<file path="src/rtl/vx_dcache_req_arb.sv">
// Round-robin arbiter sharing one dcache request port among NUM_REQS clients, with per-requester read credits.
// Define DCACHE_ARB_PERF_EN to add per-requester grant counters and a stall counter.
module vx_dcache_req_arb #(
    parameter int NUM_REQS    = 4,
    parameter int ADDR_WIDTH  = 30,
    parameter int DATA_SIZE   = 4,
    parameter int TAG_WIDTH   = 8,
    parameter int MAX_PENDING = 8,
    localparam int SELW       = (NUM_REQS > 1) ? $clog2(NUM_REQS) : 1
) (
    input  logic                              clk,
    input  logic                              reset,
    input  logic [NUM_REQS-1:0]               req_valid,
    input  logic [NUM_REQS-1:0]               req_rw,
    input  logic [NUM_REQS*ADDR_WIDTH-1:0]    req_addr,
    input  logic [NUM_REQS*DATA_SIZE-1:0]     req_byteen,
    input  logic [NUM_REQS*DATA_SIZE*8-1:0]   req_data,
    input  logic [NUM_REQS*TAG_WIDTH-1:0]     req_tag,
    output logic [NUM_REQS-1:0]               req_ready,
    output logic [NUM_REQS-1:0]               rsp_valid,
    output logic [NUM_REQS*DATA_SIZE*8-1:0]   rsp_data,
    output logic [NUM_REQS*TAG_WIDTH-1:0]     rsp_tag,
    input  logic [NUM_REQS-1:0]               rsp_ready,
    output logic                              mem_req_valid,
    output logic                              mem_req_rw,
    output logic [ADDR_WIDTH-1:0]             mem_req_addr,
    output logic [DATA_SIZE-1:0]              mem_req_byteen,
    output logic [DATA_SIZE*8-1:0]            mem_req_data,
    output logic [TAG_WIDTH+SELW-1:0]         mem_req_tag,
    input  logic                              mem_req_ready,
    input  logic                              mem_rsp_valid,
    input  logic [DATA_SIZE*8-1:0]            mem_rsp_data,
    input  logic [TAG_WIDTH+SELW-1:0]         mem_rsp_tag,
    output logic                              mem_rsp_ready,
    output logic                              busy,
    output logic                              tag_err
`ifdef DCACHE_ARB_PERF_EN
    ,
    output logic [NUM_REQS*32-1:0]            perf_grants,
    output logic [31:0]                       perf_stalls
`endif
);

    localparam int PW   = $clog2(MAX_PENDING + 1);
    localparam int NPAD = 1 << SELW;
    localparam int DW   = DATA_SIZE * 8;

    logic                      out_valid;
    logic                      out_rw;
    logic [ADDR_WIDTH-1:0]     out_addr;
    logic [DATA_SIZE-1:0]      out_byteen;
    logic [DW-1:0]             out_data;
    logic [TAG_WIDTH+SELW-1:0] out_tag;
    logic [SELW-1:0]           ptr;
    logic [PW-1:0]             pending [NUM_REQS];

    logic [NUM_REQS-1:0] eligible, pend_nz, inc_vec, dec_vec;
    logic [NPAD-1:0]     elig_pad, rw_pad, rsp_ready_pad;
    logic [SELW:0]       cand;
    logic [SELW-1:0]     grant_idx, rsp_idx;
    logic                grant_any, load, fire, idx_ok, rsp_fire;

    assign elig_pad      = NPAD'(eligible);
    assign rw_pad        = NPAD'(req_rw);
    assign rsp_ready_pad = NPAD'(rsp_ready);

    assign load     = ~out_valid | mem_req_ready;
    assign fire     = load & grant_any;
    assign rsp_idx  = mem_rsp_tag[SELW-1:0];
    assign idx_ok   = ({1'b0, rsp_idx} < (SELW+1)'(NUM_REQS));
    assign rsp_fire = mem_rsp_valid & mem_rsp_ready & idx_ok;

    always_comb begin
        eligible = '0;
        pend_nz  = '0;
        inc_vec  = '0;
        dec_vec  = '0;
        for (int i = 0; i < NUM_REQS; i++) begin
            eligible[i] = req_valid[i] && (req_rw[i] || (pending[i] < PW'(MAX_PENDING)));
            pend_nz[i]  = (pending[i] != '0);
            inc_vec[i]  = fire && !rw_pad[grant_idx] && (grant_idx == SELW'(i));
            // Responses arriving at a zero count (e.g. issued before a reset) are absorbed silently.
            dec_vec[i]  = rsp_fire && (rsp_idx == SELW'(i)) && pend_nz[i];
        end
    end

    // First eligible requester at or after ptr, wrapping at NUM_REQS (not at 2**SELW).
    always_comb begin
        grant_any = 1'b0;
        grant_idx = '0;
        cand      = '0;
        for (int k = 0; k < NUM_REQS; k++) begin
            cand = {1'b0, ptr} + (SELW+1)'(k);
            if (cand >= (SELW+1)'(NUM_REQS)) cand = cand - (SELW+1)'(NUM_REQS);
            if (!grant_any && elig_pad[cand[SELW-1:0]]) begin
                grant_any = 1'b1;
                grant_idx = cand[SELW-1:0];
            end
        end
    end

    assign req_ready = (reset && fire) ? (NUM_REQS'(1) << grant_idx) : '0;
    assign rsp_valid = (reset && mem_rsp_valid && idx_ok) ? (NUM_REQS'(1) << rsp_idx) : '0;
    assign mem_rsp_ready = idx_ok ? rsp_ready_pad[rsp_idx] : 1'b1;
    assign rsp_data  = {NUM_REQS{mem_rsp_data}};
    assign rsp_tag   = {NUM_REQS{mem_rsp_tag[TAG_WIDTH+SELW-1:SELW]}};

    always_ff @(posedge clk or negedge reset) begin
        if (!reset) begin
            out_valid  <= 1'b0;
            out_rw     <= 1'b0;
            out_addr   <= '0;
            out_byteen <= '0;
            out_data   <= '0;
            out_tag    <= '0;
            ptr        <= '0;
        end else if (load) begin
            out_valid <= grant_any;
            if (grant_any) begin
                out_rw     <= rw_pad[grant_idx];
                out_addr   <= req_addr[grant_idx*ADDR_WIDTH +: ADDR_WIDTH];
                out_byteen <= req_byteen[grant_idx*DATA_SIZE +: DATA_SIZE];
                out_data   <= req_data[grant_idx*DW +: DW];
                out_tag    <= {req_tag[grant_idx*TAG_WIDTH +: TAG_WIDTH], grant_idx};
                ptr        <= (grant_idx == SELW'(NUM_REQS-1)) ? '0 : grant_idx + SELW'(1);
            end
        end
    end

    always_ff @(posedge clk or negedge reset) begin
        if (!reset) begin
            for (int i = 0; i < NUM_REQS; i++) pending[i] <= '0;
            tag_err <= 1'b0;
        end else begin
            for (int i = 0; i < NUM_REQS; i++) begin
                if (inc_vec[i] && !dec_vec[i])      pending[i] <= pending[i] + PW'(1);
                else if (dec_vec[i] && !inc_vec[i]) pending[i] <= pending[i] - PW'(1);
            end
            if (mem_rsp_valid && !idx_ok) tag_err <= 1'b1;
        end
    end

    assign mem_req_valid  = out_valid;
    assign mem_req_rw     = out_rw;
    assign mem_req_addr   = out_addr;
    assign mem_req_byteen = out_byteen;
    assign mem_req_data   = out_data;
    assign mem_req_tag    = out_tag;
    assign busy           = out_valid | (|pend_nz);

`ifdef DCACHE_ARB_PERF_EN
    always_ff @(posedge clk or negedge reset) begin
        if (!reset) begin
            perf_grants <= '0;
            perf_stalls <= '0;
        end else begin
            if (fire) perf_grants[grant_idx*32 +: 32] <= perf_grants[grant_idx*32 +: 32] + 32'd1;
            if ((|req_valid) && !fire) perf_stalls <= perf_stalls + 32'd1;
        end
    end
`endif

endmodule

</file>
<file path="config.mk">
export PLATFORM = sky130hd
export DESIGN_NAME = vx_dcache_req_arb
export DESIGN_NICKNAME = d
export VERILOG_FILES = /design/src/rtl/vx_dcache_req_arb.sv
export SDC_FILE = /design/constraint.sdc
export NUM_CORES = 1
export LEC_CHECK = 0
export ABC_AREA = 0
export CAP_MARGIN = 20
export CORE_AREA = 3 3 233 235
export DETAILED_ROUTE_END_ITERATION = 12
export DIE_AREA = 0 0 236 238
export GPL_TIMING_DRIVEN = 0
export PLACE_DENSITY = 0.41
export SYNTH_ARGS = -nofsm -noshare
export SYNTH_HDL_FRONTEND = slang
export SYNTH_SLANG_ARGS = --single-unit
</file>
<file path="constraint.sdc">
create_clock -name clk -period 4 [get_ports clk]
set_input_delay 1 -clock clk [delete_from_list [all_inputs] [get_ports clk]]
set_output_delay 1 -clock clk [all_outputs]
set_load 0.03 [all_outputs]
</file>
==> results.py <==
metrics = {
    "cells_and_area": {
        "syn_to_final_growth_pct": 85.3,
        "final_cell_mix": "549 x clkdlybuf4s50_1, 166 x buf_4, 148 x mux2i_1",
        "diodes": 0,
        "multi_input_area_mm2": 0.00398,
        "fin_nets": 1694,
        "final_common_cell": "clkdlybuf4s50_1",
        "fillCellCount": 5540,
        "layout-drive-gt1-share_pct": 23.0,
        "seqCellArea_mm2": 0.00240,
    },
    "timing": {
        "period_share_pct": 98.1,
        "slew_headroom_pct": 33.9,
        "final-setup-viol-count": 0,
        "finClkSkew_ps": 12.0,
        "fin_crit_ps": 3920,
        "fin_ws_ps": 76.8,
        "rsz0062_at_grt": "true",
        "worstMarginPinSlew_ps": 992,
        "slew_viol_final": 0,
        "hold_viol": 0,
        "timing.fmax_mhz": 255,
    },
    "placement": {
        "gp_congestion": 0.742,
        "place_ws_ps": -1200,
        "hpwl_mm": 32.6,
        "io_buffers": 559,
    },
    "route": {
        "drc_errors": 0,
        "wire_per_inst_um": 20.0,
        "routed_wl_mm": 40.2,
        "ant_nets": 0,
        "num_vias": 7570,
        "vias_per_cell": 3.76,
        "drt_iter0_markers": 146,
        "dr.pass1.iters": 6,
    },
    "synthesis": {
        "async_flop_share_pct": 100,
        "synth-edff-count": 0,
        "ys_warn_count": 0,
        "netlist_area_mm2": 0.00802,
        "ys.flop_type": "dfrtp_1",
        "synth.distinct_cells": 50,
        "syn_avg_cell_area_um2": 10.7,
        "synthesis.nets": 1120,
        "synth_cells": 746,
        "ys_ff_latch": 96,
        "synth-seq-area-share_pct": 30.0,
    },
    "worst_setup_path": {
        "cp.arrival_ps": 2920,
        "crit_fanout": 4,
        "worstSetupPathType": "input port to primary output",
        "startpoint_type": "input port",
        "end_kind": "primary output",
        "r2r_slack_ps": 700,
        "worstPathRequired_ps": 3000,
    },
    "pwr": {
        "total_power_w": 0.00846,
        "irDropWorstVdd_mv": 0.270,
        "power_density_mw_per_mm2": 569,
        "p_leak_nw": 6.36,
    },
    "global_routing": {
        "use_met3_pct": 4.95,
        "grt_pass1_vias": 8097,
        "grt_util_met1_pct": 15.4,
        "grt.overflow.total": 0,
        "grt_use_total_pct": 13.8,
        "antenna_found_initial": 2,
        "gr-usage-met2_pct": 25.7,
        "top_usage_layer": "met2",
        "grt_max_degree": 54,
        "grt_pass1_wl_mm": 57.1,
    },
    "floorplanning": {
        "die_h_um": 238,
        "core_area_mm2": 0.0524,
        "initial_core_util_pct": 15.3,
        "die_area_mm2": 0.0562,
        "die-width_um": 236,
        "core.rowCount": 84,
        "ios": 603,
    },
    "clock_network": {
        "clk_transition_reported_paths_ps": 70,
        "cts-root-buf": "clkbuf_16",
        "clock_latency_ps": 390,
        "cts.sinks": 96,
        "cts_tree": "yes",
        "ctsHtreeMaxLevel": 3,
        "clk_path_buf_depth": 2,
        "numCtsBuffers": 9,
    },
    "outcome": {
        "status": "finished, final reports clean",
    },
    "worst_hold_path": {
        "hp-class": "register to register",
    },
    "job": {
        "cap_violations": 0,
    },
}
-- sequential cells by signal, indices dropped and copies added, names as in the netlist --
name	cells
mem_req_data	32
mem_req_addr	30
mem_req_byteen	4
mem_req_rw	1
mem_req_tag	10
ptr	2
mem_req_valid	1
pending	16
-- timing repair --
| item | in CTS | in global routing |
|---|---|---|
| endpoints found under the setup margin | 16 | 8 |
| buffers inserted | 5 | 0 |
| pin swaps | 2 | 1 |
| hold buffers | 0 | 0 |
| gates resized for setup | 34 | 6 |
-- Yosys cell counts, drive strengths merged (2+ instances only) --
cell type / count / area [µm²]
and3: 5 / 31.3
or4: 4 / 30.0
inv: 8 / 30.0
xnor2: 12 / 105
mux2i: 148 / 1480
buf: 184 / 1470
a21oi: 9 / 45.0
fa: 4 / 80.1
nor3: 3 / 15.0
bufbuf: 6 / 113
nand2: 98 / 375
o21ai: 8 / 40.0
and2: 5 / 31.3
xor2: 4 / 35.0
nor2: 6 / 22.5
mux2: 4 / 45.0
nand4: 2 / 12.5
nor3b: 2 / 15.0
ha: 16 / 200
nand3: 6 / 30.0
clkbuf: 15 / 57.6
dfrtp: 96 / 2400
a21o: 4 / 30.0
nand4b: 2 / 17.5
nand2b: 5 / 38.8
o221ai: 75 / 1120
-- area by class of cell --
type                    count  area share (%)
inverters                   8           0.202
clock buffers              10            1.61
clock inverters             6           0.463
well taps                 688            5.79
multi-input cells         437            26.8
repair buffers            565            38.1
flip-flops and latches     96            16.2
plain buffers             203            10.9
-- per-stage QoR --
step | cells | hold slack (ps) | TNS (ps) | util (%) | area [µm²]
2_1_floorplan | 746 | 448 | 0 | - | 8020
3_3_place_gp | 1993 | 470 | -313490 | 27.6 | 14500
3_5_place_dp | 1994 | 470 | -13860 | 27.7 | 14500
4_1_cts | 2013 | 492 | 0 | 28.3 | 14800
5_1_grt | 2013 | 496 | 0 | 28.3 | 14900
6_report | 2013 | 484 | 0 | 28.3 | 14900
-- routing by layer --
metal  up-vias  routed length, µm
li1       3685                  -
met2       298              21200
met5         -                 13
met1      3565              15600
met3        20               3020
met4         2                354
-- critical path: stages --
cell	delay, ps
clkdlybuf4s50_1	500
nand2b_4	150
a211oi_2	90
o21ai_2	300
nand2_8	110
buf_12	160
inv_2	80
ha_2	210
and3_1	180
buf_6	140
-- path summary, 6_finish.rpt --
check | from | endpoint | cells past startpoint
worst min-delay path | mem_req_data[5] | mem_req_data[5] | 2
max in group asynchronous | reset | mem_req_addr[25] | 2
worst min register to register | mem_req_data[5] | mem_req_data[5] | 2
worst max register to register | pending[15] | pending[15] | 15
min in group asynchronous | reset | mem_req_addr[13] | 1
worst max-delay path | req_rw[3] | req_ready[3] | 10
-- where the power goes --
group	leakage, nW	switching [W]	internal, W
combinational	5.04	0.00309	0.00263
clock	0.149	0.000459	0.000505
sequential	1.17	0.000334	0.00144
-- cells by family after synthesis --
family	after synthesis	share of synthesized area, %
mux	153	19.3
fa+ha+maj	20	3.50
flops	96	30.0
compound gates	105	16.4
simple gates	142	8.12
buf+inv	213	20.9
other cells	1	0.0468
xor+xnor	16	1.75
No activity file was read; power rests on OpenSTA's default activity.
